$ cat config.mk
export PLATFORM = sky130hd
export DESIGN_NAME = ha_serial_add_ctrl
export DESIGN_NICKNAME = d
export VERILOG_FILES = /design/src/rtl/ha_serial_add_ctrl_pkg.sv /design/src/rtl/ha_serial_add_ctrl_ha.sv /design/src/rtl/ha_serial_add_ctrl.sv
export SDC_FILE = /design/constraint.sdc
export NUM_CORES = 1
export LEC_CHECK = 0
export CORE_MARGIN = 8
export CORE_UTILIZATION = 53
export DETAILED_ROUTE_END_ITERATION = 16
export PLACE_DENSITY = 0.79
export RECOVER_POWER = 25
export SLEW_MARGIN = 25
export SYNTH_ARGS = -nofsm -noshare
export SYNTH_HDL_FRONTEND = slang
export SYNTH_SLANG_ARGS = --single-unit
export TNS_END_PERCENT = 100
$ cat constraint.sdc
create_clock -name clk -period 3.2 [get_ports clk]
set_clock_uncertainty 0.2 [all_clocks]
set_input_delay 0.32 -clock clk [delete_from_list [all_inputs] [get_ports clk]]
set_output_delay 0.32 -clock clk [all_outputs]
set_load 0.01 [all_outputs]
$ cat src/rtl/ha_serial_add_ctrl_pkg.sv
// Shared definitions for the bit-serial half-adder controller:
// state encodings, default operand width and the index-width helper.
package ha_serial_add_ctrl_pkg;

    localparam int DEFAULT_WIDTH = 8;

    localparam logic [1:0] ST_IDLE  = 2'd0;
    localparam logic [1:0] ST_PASS1 = 2'd1;
    localparam logic [1:0] ST_PASS2 = 2'd2;
    localparam logic [1:0] ST_DONE  = 2'd3;

    // Bit-index counter width; never narrower than one bit so WIDTH=1 still works.
    function automatic int idx_width(input int w);
        return (w > 1) ? $clog2(w) : 1;
    endfunction

endpackage

$ cat src/rtl/ha_serial_add_ctrl_ha.sv
// Single-bit half adder, purely combinational. Time-shared by the serial
// adder controller for both passes of every bit.
module ha_serial_add_ctrl_ha (
    input  logic A,
    input  logic B,
    output logic Cout,
    output logic Sum
);

    // Half-adder equations
    always_comb begin
        Sum  = A ^ B;
        Cout = A & B;
    end

endmodule

$ cat src/rtl/ha_serial_add_ctrl.sv
// Bit-serial WIDTH-bit adder built from one time-shared half adder.
// Each bit takes two passes: a[i]+b[i], then partial sum + running carry.
// Build option: define ADDER_SAT_EN to saturate sum to all ones when the
// final carry is set (cout still reports the true carry).
module ha_serial_add_ctrl
    import ha_serial_add_ctrl_pkg::*;
#(
    parameter int WIDTH = DEFAULT_WIDTH
) (
    input  logic             clk,
    input  logic             rst,
    input  logic             start,
    input  logic [WIDTH-1:0] a,
    input  logic [WIDTH-1:0] b,
    output logic             busy,
    output logic             done,
    output logic [WIDTH-1:0] sum,
    output logic             cout
);

    localparam int IDXW = idx_width(WIDTH);
    localparam logic [IDXW-1:0] LAST_IDX = IDXW'(WIDTH - 1);

    logic [1:0]       state_q, state_d;
    logic [WIDTH-1:0] opa_q, opa_d;
    logic [WIDTH-1:0] opb_q, opb_d;
    logic [IDXW-1:0]  idx_q, idx_d;
    logic             carry_q, carry_d;
    logic             p_q, p_d;
    logic             g_q, g_d;
    logic [WIDTH-1:0] res_q, res_d;
    logic [WIDTH-1:0] sum_q, sum_d;
    logic             cout_q, cout_d;

    logic ha_a, ha_b, ha_sum, ha_cout;

    ha_serial_add_ctrl_ha u_ha (
        .A    (ha_a),
        .B    (ha_b),
        .Cout (ha_cout),
        .Sum  (ha_sum)
    );

    // HA input mux: operand bits in PASS1, partial sum and carry in PASS2, idle otherwise
    always_comb begin
        ha_a = 1'b0;
        ha_b = 1'b0;
        case (state_q)
            ST_PASS1: begin
                ha_a = opa_q[idx_q];
                ha_b = opb_q[idx_q];
            end
            ST_PASS2: begin
                ha_a = p_q;
                ha_b = carry_q;
            end
            default: begin
                ha_a = 1'b0;
                ha_b = 1'b0;
            end
        endcase
    end

    // Sequencer next-state and datapath update
    always_comb begin
        state_d = state_q;
        opa_d   = opa_q;
        opb_d   = opb_q;
        idx_d   = idx_q;
        carry_d = carry_q;
        p_d     = p_q;
        g_d     = g_q;
        res_d   = res_q;
        sum_d   = sum_q;
        cout_d  = cout_q;
        case (state_q)
            ST_IDLE, ST_DONE: begin
                if (start) begin
                    state_d = ST_PASS1;
                    opa_d   = a;
                    opb_d   = b;
                    idx_d   = '0;
                    carry_d = 1'b0;
                    res_d   = '0;
                end else begin
                    state_d = ST_IDLE;
                end
            end
            ST_PASS1: begin
                p_d     = ha_sum;
                g_d     = ha_cout;
                state_d = ST_PASS2;
            end
            ST_PASS2: begin
                res_d[idx_q] = ha_sum;
                // g and the second-pass carry are mutually exclusive, so OR is exact
                carry_d = g_q | ha_cout;
                if (idx_q != LAST_IDX) begin
                    idx_d   = idx_q + IDXW'(1);
                    state_d = ST_PASS1;
                end else begin
                    state_d = ST_DONE;
                    cout_d  = carry_d;
`ifdef ADDER_SAT_EN
                    sum_d   = carry_d ? {WIDTH{1'b1}} : res_d;
`else
                    sum_d   = res_d;
`endif
                end
            end
            default: begin
                state_d = ST_IDLE;
            end
        endcase
    end

    // State and datapath registers with synchronous reset
    always_ff @(posedge clk) begin
        if (rst) begin
            state_q <= ST_IDLE;
            opa_q   <= '0;
            opb_q   <= '0;
            idx_q   <= '0;
            carry_q <= 1'b0;
            p_q     <= 1'b0;
            g_q     <= 1'b0;
            res_q   <= '0;
            sum_q   <= '0;
            cout_q  <= 1'b0;
        end else begin
            state_q <= state_d;
            opa_q   <= opa_d;
            opb_q   <= opb_d;
            idx_q   <= idx_d;
            carry_q <= carry_d;
            p_q     <= p_d;
            g_q     <= g_d;
            res_q   <= res_d;
            sum_q   <= sum_d;
            cout_q  <= cout_d;
        end
    end

    // Status and result outputs decoded from registered state
    always_comb begin
        busy = (state_q == ST_PASS1) || (state_q == ST_PASS2);
        done = (state_q == ST_DONE);
        sum  = sum_q;
        cout = cout_q;
    end

endmodule

==> summary.md <==
| Metric | Value |
|---|---|
| Reg clk slew, reported paths | `0.07 ns` |
| Most instantiated library cell after synthesis | `dfxtp_1` |
| CP startpoint kind | `flip-flop` |
| Max-cap viol count | `0` |
| Pre-CTS setup slack | `0.638 ns` |
| GPL Wtd Cong | `0.749` |
| First drt pass iteration count | `4` |
| Worst Setup Path Type | `flip-flop to flip-flop` |
| Post-synth top flop | `dfxtp_1` |
| Sequential cell area fraction in the yosys report | `41.5%` |
| Hold_ws | `0.256 ns` |
| Flip-flop and latch count after synthesis | `41` |
| Leading area contributor after synthesis | `dfxtp_1` |
| Ranking of synthesized cells by area | `dfxtp_1, nand2_1, mux2i_1` |
| Site Rows | `22` |
| Outcome | `complete, no violations` |
| Number of enable flip-flop cells after synthesis | `0` |
| Final setup vio count | `0` |
| Slew @ Worst Pin | `0.767 ns` |
| Power Density | `402 nW/µm²` |
| Worst IR Drop VDD | `0.257 mV` |
| Cells after Synth | `235` |
| Setup bufs post-CTS | `0` |
| Post-synth top area share | `41.5%` |
| Largest net degree at the start of global routing | `27` |
| Asr flop ratio synth | `0%` |
| Die Height | `77.1 µm` |
| Slew Viols, Final | `0` |
| Core Box Area | `3630 µm²` |
| Vias in the first global route | `1613` |
| Critical Path AT | `2.54 ns` |
| First-pass GRT wire length | `7.13 mm` |
| HP Start | `opb_q[6]$_SDFFE_PP0P_` |
| Via Count | `1635` |
| Setup TNS Final | `0 ns` |
| Most frequent cells after synthesis | `dfxtp_1, nand2_1, nor2_1` |
| Library cells used by synthesis | `38` |
| IO Port Bufs | `29` |
| RSZ-0062 raised after global routing | `false` |
| Crit-path max FO | `8` |
| Final Hold Violating Endpoints | `0` |
| Starting Density | `54.4%` |
| Post-detail-place hpwl | `2.81 mm` |
| TritonCTS clock tree | `done` |
| Rel. slew slack | `48.9%` |
| Gr usage total | `14.2%` |
| Final worst slack | `0.630 ns` |
| Leak | `0.920 nW` |
| I/O pin count | `30` |
| Clk buf depth | `2` |
| Synth Area per Inst | `8.42 µm²` |
| Period utilization | `80.3%` |
| Die width | `77.1 µm` |
| Cell Area, Placed | `2260 µm²` |
| Initial antenna violation count | `0` |
| ANT cells | `0` |
| TritonCTS Sinks | `41` |
| Layout Nets | `278` |
| Post-Route WL | `3.97 mm` |
| Syn_nets | `260` |
| H-tree depth | `2` |
| Root Driver | `clkbuf_8` |
| Final instance area | `2340 µm²` |
| Pwr Total | `941 µW` |
| Hold Buf Count CTS | `0` |
| F_max | `0.389 GHz` |
| Nature of the critical path endpoint | `flip-flop` |
| DRC marker count from the first detailed-route iteration | `106` |
| Post-CTS resize count | `0` |
| Worst Path Required | `3.17 ns` |
| Share of cells above drive strength 1 | `7.87%` |
| GRT overflow | `0` |
| Clk Latency, worst-skew pair | `0.29 ns` |
| Crit path time final | `2.57 ns` |
| Ys Warns | `0` |
| Area of the mapped netlist | `1980 µm²` |
| Antenna-violating nets left | `0` |
| Reg-to-Reg Start | `idx_q[1]$_SDFFE_PP0P_` |
| Synthesis-to-finish area growth | `18.3%` |
| WL per Instance | `13.1 µm` |
| Drt drc | `0` |
| CP startpoint | `idx_q[1]$_SDFFE_PP0P_` |
| Vias/cell | `5.41` |
| Die area | `5940 µm²` |
| Type of the worst min-delay path | `flip-flop to flip-flop` |
| CTS Buf Count | `5` |
## kinds of logic after synthesis
| logic type | count (synthesis) | share of synthesized area, % |
|---|---|---|
| and+or+nand+nor | 96 | 23.1 |
| AOI/OAI and AO/OA | 50 | 16.2 |
| DFF | 41 | 41.5 |
| buffers and inverters | 27 | 6.07 |
| muxes | 15 | 9.30 |
| adders and majority gates | 6 | 3.79 |
## cells in the final DEF, fill, tap and decap left out, types with 2 or more instances in the layout
master           count
dfxtp_1             41
nand2_1             40
nor2_1              24
a21oi_1             22
clkdlybuf4s50_1     18
mux2i_1             12
dlygate4sd3_1       11
a211oi_1             7
ha_1                 6
nand3_1              5
o21ai_0              5
clkbuf_8             5
buf_4                5
inv_1                4
and3_1               4
nand2b_1             4
or3b_2               3
nor3b_1              3
a22oi_1              3
a31o_2               3
and3b_1              3
clkbuf_1             3
mux4_1               2
a31oi_1              2
nor2b_1              2
nand3b_1             2
a32oi_1              2
a311oi_1             2
## flip-flops by register name (all words and copies together), names as in the netlist
signal	count
state_q	2
sum	8
opa_q	8
idx_q	3
p_q	1
carry_q	1
g_q	1
res_q	8
cout	1
opb_q	8
## worst max-delay path, stage by stage, from the launching register on
cell     delay (ns)
dfxtp_1        0.38
mux4_1         0.56
mux2_2         0.29
a22oi_2        0.12
nor2_1         0.06
ha_1           0.30
and3_1         0.25
a32oi_1        0.24
nor2_1         0.05
## path summary, 6_finish.rpt
path                                              end  slack [ns]  cells after the start
worst min register to register  opb_q[6]$_SDFFE_PP0P_        0.26                      2
worst min-delay path            opb_q[6]$_SDFFE_PP0P_        0.26                      2
worst max-delay path            res_q[5]$_SDFFE_PP0P_        0.63                      8
worst max register to register  res_q[5]$_SDFFE_PP0P_        0.63                      8
## area by class of cell
class                      instances  area, µm²
multi-input combinational        167       1040
timing repair buffer              34        328
sequential                        41        821
inverter                           4       15.0
fill                             344       1290
tap                               48       60.1
clock buffer                       8       80.1
## power by group
part	switching, mW	internal, mW
Clock	0.166	0.155
Combinational	0.0451	0.0447
Sequential	0.00722	0.524
Total	0.218	0.723
## routing by layer
layer / global-route usage, % / wire (µm) / up-vias
met1: 15.7 / 1860 / 749
met5: 0 / 0 / -
met4: 6.23 / 70 / 0
li1: - / - / 844
met2: 24.0 / 1860 / 35
met3: 4.90 / 181 / 7
## metrics by stage
stage / cells / utilization (%)
after floorplan: 235 / -
after global placement: 294 / 62.2
after detailed placement: 294 / 62.2
after CTS: 302 / 64.4
after global routing: 302 / 64.4
final: 302 / 64.4
(Power assumes the default switching activity.)
